===== src/rtl/pulse_encoder.sv =====
// pulse_encoder: serialises words MSB first as fixed-period return-to-zero pulses
// (short high = 0, long high = 1), ending each frame with a low latch interval.
module pulse_encoder #(
    parameter int DATA_WIDTH  = 8,
    parameter int CLK_DIV     = 5,
    parameter int BIT_TICKS   = 5,
    parameter int T0H_TICKS   = 2,
    parameter int T1H_TICKS   = 3,
    parameter int RESET_TICKS = 10
) (
    input  logic                  i_clk,
    input  logic                  i_reset,
    input  logic [DATA_WIDTH-1:0] i_data,
    input  logic                  i_valid,
    input  logic                  i_last,
    output logic                  o_ready,
    output logic                  o_line,
    output logic                  o_busy,
    output logic                  o_underrun
);
    localparam int MAXT = BIT_TICKS > RESET_TICKS ? BIT_TICKS : RESET_TICKS;
    localparam int TW   = $clog2(MAXT + 1);
    localparam int BW   = DATA_WIDTH > 1 ? $clog2(DATA_WIDTH) : 1;
    localparam int DW   = CLK_DIV > 1 ? $clog2(CLK_DIV) : 1;

    typedef enum logic [1:0] {IDLE, HIGH, LOW, LATCH} state_t;

    state_t                state_q, state_d;
    logic [DW-1:0]         div_q, div_d;
    logic [TW-1:0]         tick_q, tick_d;
    logic [BW-1:0]         bit_q, bit_d;
    logic [DATA_WIDTH-1:0] shift_q, shift_d, hold_q, hold_d;
    logic                  last_q, last_d, hlast_q, hlast_d, hvalid_q, hvalid_d;
    logic                  line_q, line_d, under_q, under_d;
    logic                  tick, period_end, last_bit, load, accept;
    logic [TW-1:0]         thigh;

    assign tick       = div_q == DW'(CLK_DIV - 1);
    assign thigh      = shift_q[DATA_WIDTH-1] ? TW'(T1H_TICKS) : TW'(T0H_TICKS);
    assign period_end = (state_q == LOW) && tick && (tick_q == TW'(BIT_TICKS - 1));
    assign last_bit   = bit_q == '0;
    assign accept     = i_valid && !hvalid_q;
    // A held word starts a frame from IDLE or continues one gaplessly at the end of a non-final word.
    assign load       = hvalid_q && ((state_q == IDLE) || (period_end && last_bit && !last_q));

    always_ff @(posedge i_clk or posedge i_reset) begin
        if (i_reset) begin
            state_q  <= IDLE;
            div_q    <= '0;
            tick_q   <= '0;
            bit_q    <= '0;
            shift_q  <= '0;
            last_q   <= 1'b0;
            hold_q   <= '0;
            hlast_q  <= 1'b0;
            hvalid_q <= 1'b0;
            line_q   <= 1'b0;
            under_q  <= 1'b0;
        end else begin
            state_q  <= state_d;
            div_q    <= div_d;
            tick_q   <= tick_d;
            bit_q    <= bit_d;
            shift_q  <= shift_d;
            last_q   <= last_d;
            hold_q   <= hold_d;
            hlast_q  <= hlast_d;
            hvalid_q <= hvalid_d;
            line_q   <= line_d;
            under_q  <= under_d;
        end
    end

    always_comb begin
        state_d  = state_q;
        div_d    = tick ? '0 : div_q + 1'b1;
        tick_d   = tick_q;
        bit_d    = bit_q;
        shift_d  = shift_q;
        last_d   = last_q;
        under_d  = 1'b0;
        hvalid_d = accept | (hvalid_q & ~load);
        hold_d   = accept ? i_data : hold_q;
        hlast_d  = accept ? i_last : hlast_q;
        case (state_q)
            IDLE: div_d = '0;
            HIGH: if (tick) begin
                tick_d = tick_q + 1'b1;
                if (tick_q == thigh - 1'b1) state_d = LOW;
            end
            LOW: if (period_end) begin
                tick_d = '0;
                if (!last_bit) begin
                    state_d = HIGH;
                    shift_d = shift_q << 1;
                    bit_d   = bit_q - 1'b1;
                end else begin
                    state_d = LATCH;
                    under_d = !last_q;
                end
            end else if (tick) tick_d = tick_q + 1'b1;
            LATCH: if (tick) begin
                tick_d  = (tick_q == TW'(RESET_TICKS - 1)) ? '0 : tick_q + 1'b1;
                state_d = (tick_q == TW'(RESET_TICKS - 1)) ? IDLE : LATCH;
            end
            default: state_d = IDLE;
        endcase
        if (load) begin
            state_d = HIGH;
            shift_d = hold_q;
            last_d  = hlast_q;
            bit_d   = BW'(DATA_WIDTH - 1);
            tick_d  = '0;
            under_d = 1'b0;
        end
    end

    always_comb begin
        line_d     = state_q == HIGH;
        o_line     = line_q;
        o_ready    = !hvalid_q;
        o_busy     = state_q != IDLE;
        o_underrun = under_q;
    end
endmodule

===== config.mk =====
export PLATFORM = sky130hd
export DESIGN_NAME = pulse_encoder
export DESIGN_NICKNAME = d
export VERILOG_FILES = /design/src/rtl/pulse_encoder.sv
export SDC_FILE = /design/constraint.sdc
export NUM_CORES = 1
export LEC_CHECK = 0
export CAP_MARGIN = 25
export CORE_MARGIN = 1.5
export CORE_UTILIZATION = 40
export CTS_BUF_LIST = sky130_fd_sc_hd__clkbuf_16
export DETAILED_ROUTE_END_ITERATION = 8
export PLACE_DENSITY = 0.63
export SYNTH_ARGS = -nofsm -noshare
export SYNTH_HDL_FRONTEND = slang
export SYNTH_SLANG_ARGS = --single-unit
export TNS_END_PERCENT = 30

===== constraint.sdc =====
create_clock -name i_clk -period 3.6 [get_ports i_clk]
set_clock_uncertainty 0.05 [all_clocks]
set_input_delay 0.54 -clock i_clk [delete_from_list [all_inputs] [get_ports i_clk]]
set_output_delay 0.54 -clock i_clk [all_outputs]
set_load 0.02 [all_outputs]

==> reports/results.tsv, run 1 <==
metric	value	unit
viasPerCell	5.449	
hpwl	2405	um
period_share	69.96	%
synth_top_area_cell	dfrtp_1	
ctsHoldBuffers	0	
fmax	0.3971	GHz
n_antenna_cell	0	
track_usage	15.74	%
synth_edf_count	0	
final-instance-count-excl-fill	214	
synthFlopType	dfrtp_1	
insertion_delay	0.28	ns
required	3.01	ns
firstDrtPassIters	4	
routabilityCongestion	0.8165	
synth_xor_xnor_area_share	0.4996	%
htree_levels	2	
via_count	1166	
clk_path_buf_depth	2	
finalCriticalPeriod	2.518	ns
netlist-cell-type-count	39	
antenna_found_initial	0	
ir_worst_vdd	0.0004726	V
cts_inserted_buffers	5	
synth_top_family_by_area	multiplexers	
synth-compound-area-share	11.21	%
crit_path_end_kind	output port	
ys_warn_count	0	
grt_pass1_wl	5996	um
cap_violations	0	
p_per_area	755.4	nW/um^2
drt_iter0_drc	69	
ff_latch_area	825.8	um^2
core	4115	um^2
layout_common_cells	dfrtp_1, mux2_2, clkdlybuf4s50_1, inv_1, nor2_1	
die_h	69.20	um
critPathLaunchType	register	
async_flop_share	100.0	%
syn_nets	167	
synth_fa_ha_area_share	4.996	%
cts_setup_buffers	0	
p_leak	0.9053	nW
fin_setup_tns	0	ns
setup_viol	0	
critPathMaxFanout	11	
cts_tree	built	
cts.repair.resized	0	
r2r-start	div_q[0]	
drc_errors	0	
routed_wl	3296	um
placed_cells	207	
syn_area	1753	um^2
ant_nets	0	
ys_seq_area_share	47.11	%
ys_seq_elements	33	
die_area	4789	um^2
wire_per_inst	15.40	um
finalNetCount	183	
ios	16	
synth.mux.area_fraction	16.06	%
die_w	69.20	um
multi_input_area	832.0	um^2
synth_cells	148	
synth_top_area_share	47.11	%
crit_type	reg -> out	
yosys.area_share.simple	14.70	%
fillerInstances	368	
grt_pass1_vias	1250	
arrival	1.93	ns
overflow	0	
worstMarginPinSlew	0.7544	ns
ys_top_cells_by_area	dfrtp_1, mux2_2, mux2_4, ha_1, a21oi_1	
hold_viol	0	
portBuffers	15	
cts_sinks	33	
fp-row-count	23	
startpoint	state_q[1]	
cts_root_buffer	clkbuf_16	
final_common_cell	dfrtp_1	
drive_gt1_share	23.78	%
status	completed	
clkTransAtPathRegs	0.05	ns
min_path_type	reg -> reg	
slew_violations	0	
maxSlewHeadroom	49.60	%
hold_start	hold_q[3]	
syn_to_final_growth	17.49	%
start_util	42.60	%
rsz0062_at_grt	false	
grt_max_degree	34	
syn_avg_cell_area	11.84	um^2
[cell type report]
type	count	share of cell area [%]
Clock buffer	5	6.075
Inverter	12	2.187
Tap cell	50	3.038
Clock inverter	2	0.5468
Multi-Input combinational cell	96	40.40
Timing Repair Buffer	16	7.655
Sequential cell	33	40.10
[through the flow]
| step | utilization, % | total power [mW] | setup slack, ns | area (um^2) | hold slack [ns] |
|---|---|---|---|---|---|
| after global placement | 46.73 | 1.133 | 1.171 | 1923 | 0.4404 |
| after global routing | 50.05 | 1.667 | 0.9122 | 2059 | 0.4845 |
| final | 50.05 | 1.556 | 1.082 | 2059 | 0.4515 |
| after floorplan | - | 1.037 | 1.418 | 1753 | 0.4240 |
| after CTS | 50.05 | 1.572 | 1.065 | 2059 | 0.4548 |
| after detailed placement | 46.73 | 1.172 | 1.098 | 1923 | 0.4437 |
[critical path, stage by stage (launching register included)]
cell and delay (ns):
dfrtp_1 0.49, nor2_1 0.35, inv_1 0.23, clkdlybuf4s50_1 0.58
[logic make-up after synthesis]
| family | Yosys count |
|---|---|
| AOI/OAI and AO/OA | 27 |
| DFF | 33 |
| buffers and inverters | 19 |
| adders and majority gates | 7 |
| and+or+nand+nor | 38 |
| muxes | 23 |
| xor gates and xnor gates | 1 |
[power breakdown]
group	leakage, nW	internal [mW]	switching, mW
combinational	0.453	0.282	0.232
sequential	0.389	0.521	0.127
clock	0.0633	0.249	0.144
total	0.905	1.05	0.504
[sequential cells by signal (all words and copies together) (netlist names)]
register / flops
div_q: 3
hlast_q: 1
bit_q: 3
tick_q: 4
o_line: 1
state_q: 2
hvalid_q: 1
shift_q: 8
o_underrun: 1
hold_q: 8
last_q: 1
[Yosys cell counts, types with 2 or more instances]
cell type  number
ha_1            7
nand2_1         4
buf_4           2
dfrtp_1        33
clkbuf_1        2
buf_6           2
mux2_2         17
inv_1          12
a211o_1         2
nor2b_1         2
nand3_1         4
nor3_1          2
and2_1          2
o21ai_0         5
a21oi_1         9
a211oi_1        3
and3_1          3
nor2_1         10
mux2_4          6
nand2b_1        2
[per-layer routing]
metal | vias to the layer above | global-route usage (%) | routed length, um
met4 | 0 | 8.279 | 76
met1 | 572 | 19.27 | 1418
met3 | 7 | 3.924 | 126
met2 | 29 | 25.53 | 1674
met5 | - | 0 | 0
li1 | 558 | - | -
[path summary, 6_finish.rpt]
check,slack [ns],end,cells past startpoint
worst min-delay path,0.45,shift_q[3],1
worst max-delay path,1.08,o_busy,3
min in group asynchronous,0.60,shift_q[6],3
max in group asynchronous,2.61,hold_q[3],3
worst max register to register,1.09,shift_q[1],6
worst min register to register,0.45,shift_q[3],1
(Power assumes the default switching activity.)
==> run 2, diff against run 1 <==
==> constraint.sdc (replaced) <==
create_clock -name i_clk -period 2.5 [get_ports i_clk]
set_clock_uncertainty 0.05 [all_clocks]
set_input_delay 0.375 -clock i_clk [delete_from_list [all_inputs] [get_ports i_clk]]
set_output_delay 0.375 -clock i_clk [all_outputs]
set_load 0.02 [all_outputs]
==> run 2 against run 1 <==
Compared with the run above: sequential power is 44% higher; global-route usage down 0.41 points; via count rose by 4.1%; core utilization rose by 1.5 points.
==> reports/results.tsv, run 2 (synthesized netlist as in run 1, its figures left out) <==
metric	value	unit
cts_sinks	33	
power	2.367	mW
grt_pass1_wl	5851	um
viasPerCell	5.543	
fp-row-count	23	
arrival	1.91	ns
critPathTopFamily	buffers and inverters	
finalCriticalPeriod	2.333	ns
setup_viol	0	
fmax	0.4287	GHz
combinationalPowerShare	31.9	%
p_leak	0.9393	nW
cp_cell_sequence	nor2_2 > inv_1 > clkdlybuf4s50_1	
hold_viol	0	
seqPwrFrac	39.4	%
required	2.08	ns
ios	16	
portBuffers	15	
die_area	4789	um^2
syn_to_final_growth	21.06	%
routed_wl	3329	um
rsz0062_at_grt	false	
netSwitchingPower	0.7248	mW
critPathMaxFanout	10	
status	completed	
critPathLaunchType	register	
die_h	69.20	um
core	4115	um^2
start_util	42.60	%
die_w	69.20	um
htree_levels	2	
final_common_cell	dfrtp_1	
ir_worst_vdd	0.0006357	V
top_regs	hold_q x8, shift_q x8, tick_q x4	
internal-power	1.642	mW
fin_setup_tns	0	ns
cp.buffers_inverters	2	
slew_violations	0	
p_per_area	1115	nW/um^2
cts_inserted_buffers	5	
multi_input_area	834.6	um^2
wire_per_inst	15.20	um
cap_violations	0	
drt_iter0_drc	60	
cts_root_buffer	clkbuf_16	
track_usage	15.32	%
drive_gt1_share	26.63	%
fillerInstances	347	
n_antenna_cell	0	
antenna_found_initial	0	
cts_tree	built	
ant_nets	0	
routabilityCongestion	0.7658	
crit_path_end_kind	output port	
ff_latch_area	825.8	um^2
drc_errors	0	
crit_type	reg -> out	
min_path_type	in -> async	
finalNetCount	187	
clkTransAtPathRegs	0.05	ns
cp_slowest_stage_delay	0.66	ns
layout_common_cells	dfrtp_1, mux2_2, clkdlybuf4s50_1, inv_1	
grt_max_degree	34	
worstMarginPinSlew	0.6164	ns
maxSlewHeadroom	57.84	%
period_share	93.31	%
clk_path_buf_depth	2	
insertion_delay	0.27	ns
overflow	0	
slowest_stage	clkdlybuf4s50_1	
via_count	1214	
hpwl	2292	um
clockPowerShare	28.7	%
switching_share	30.63	%
grt_pass1_vias	1269	
firstDrtPassIters	4	
[run 2: changes by cell type in the layout (fill, tap and decap cells not counted), sizes merged]
cell	change
buf	+4
bufinv	+1
[run 2: metal layers]
metal | share of wire [%] | up-vias | track usage (%) | routed length, um
met5 | 0 | - | 0 | 0
met4 | 2.5 | 0 | 7.190 | 82
met3 | 5.4 | 11 | 5.087 | 179
met2 | 51 | 40 | 24.25 | 1704
met1 | 41 | 596 | 18.89 | 1361
li1 | - | 567 | - | -
[run 2: what timing repair did]
action                                  4_1_cts  5_1_grt
buffers inserted                              0        0
endpoints found under the setup margin        0        1
gates resized for setup                       0        1
hold buffers                                  0        0
[run 2: layout make-up]
class,instances,share of cell area [%]
multi-input cells,96,39.33
flip-flops and latches,33,38.92
repair buffers,20,8.844
clock buffers,5,5.896
well taps,50,2.948
inverters,12,2.123
clock inverters,3,1.946
[run 2: path summary, 6_finish.rpt]
path,endpoint,depth (start not counted),slack [ns],start
setup / recovery,o_busy,3,0.17,state_q[0]
hold / removal,tick_q[3],3,0.44,i_reset
setup reg to reg,shift_q[2],7,0.21,tick_q[0]
hold reg to reg,shift_q[1],1,0.45,hold_q[1]
max in group asynchronous,tick_q[2],3,1.66,i_reset
min in group i_clk,shift_q[1],1,0.45,hold_q[1]
[run 2: worst register-to-register path: stages (launching register included)]
cell,delay (ns)
dfrtp_1,0.43
inv_1,0.11
ha_1,0.26
nand4bb_4,0.19
nor4b_4,0.29
buf_4,0.24
mux2_2,0.36
mux2_4,0.25
[run 2: power groups by stage]
stage / registers [mW] / clock network, mW / logic, mW
after floorplan: 0.850 / 0 / 0.643
after global placement: 0.926 / 0 / 0.731
after detailed placement: 0.938 / 0 / 0.752
after CTS: 0.931 / 0.688 / 0.757
after global routing: 0.967 / 0.714 / 0.827
final: 0.933 / 0.679 / 0.755
[run 2: metrics by stage]
| stage | util [%] | worst slack (ns) | instance area, um^2 | hold WS [ns] | std cells |
|---|---|---|---|---|---|
| global placement | 47.46 | 0.3426 | 1953 | 0.4363 | 211 |
| floorplan | - | 0.3181 | 1753 | 0.4240 | 148 |
| finish | 51.57 | 0.1671 | 2122 | 0.4376 | 219 |
| detailed placement | 47.46 | 0.2580 | 1953 | 0.4477 | 211 |
| CTS | 51.51 | 0.1106 | 2120 | 0.4544 | 219 |
| global route | 51.57 | 0.09805 | 2122 | 0.4772 | 219 |
==> run 3, diff against run 2 <==
--- a/config.mk
+++ b/config.mk
@@ -9,6 +9,7 @@
 export CORE_MARGIN = 1.5
 export CORE_UTILIZATION = 40
 export CTS_BUF_LIST = sky130_fd_sc_hd__clkbuf_16
+export CTS_CLUSTER_SIZE = 24
 export DETAILED_ROUTE_END_ITERATION = 8
 export PLACE_DENSITY = 0.63
 export SYNTH_ARGS = -nofsm -noshare
==> results of run 3 <==
Final layout, timing and power as in run 2 (identical DEF).
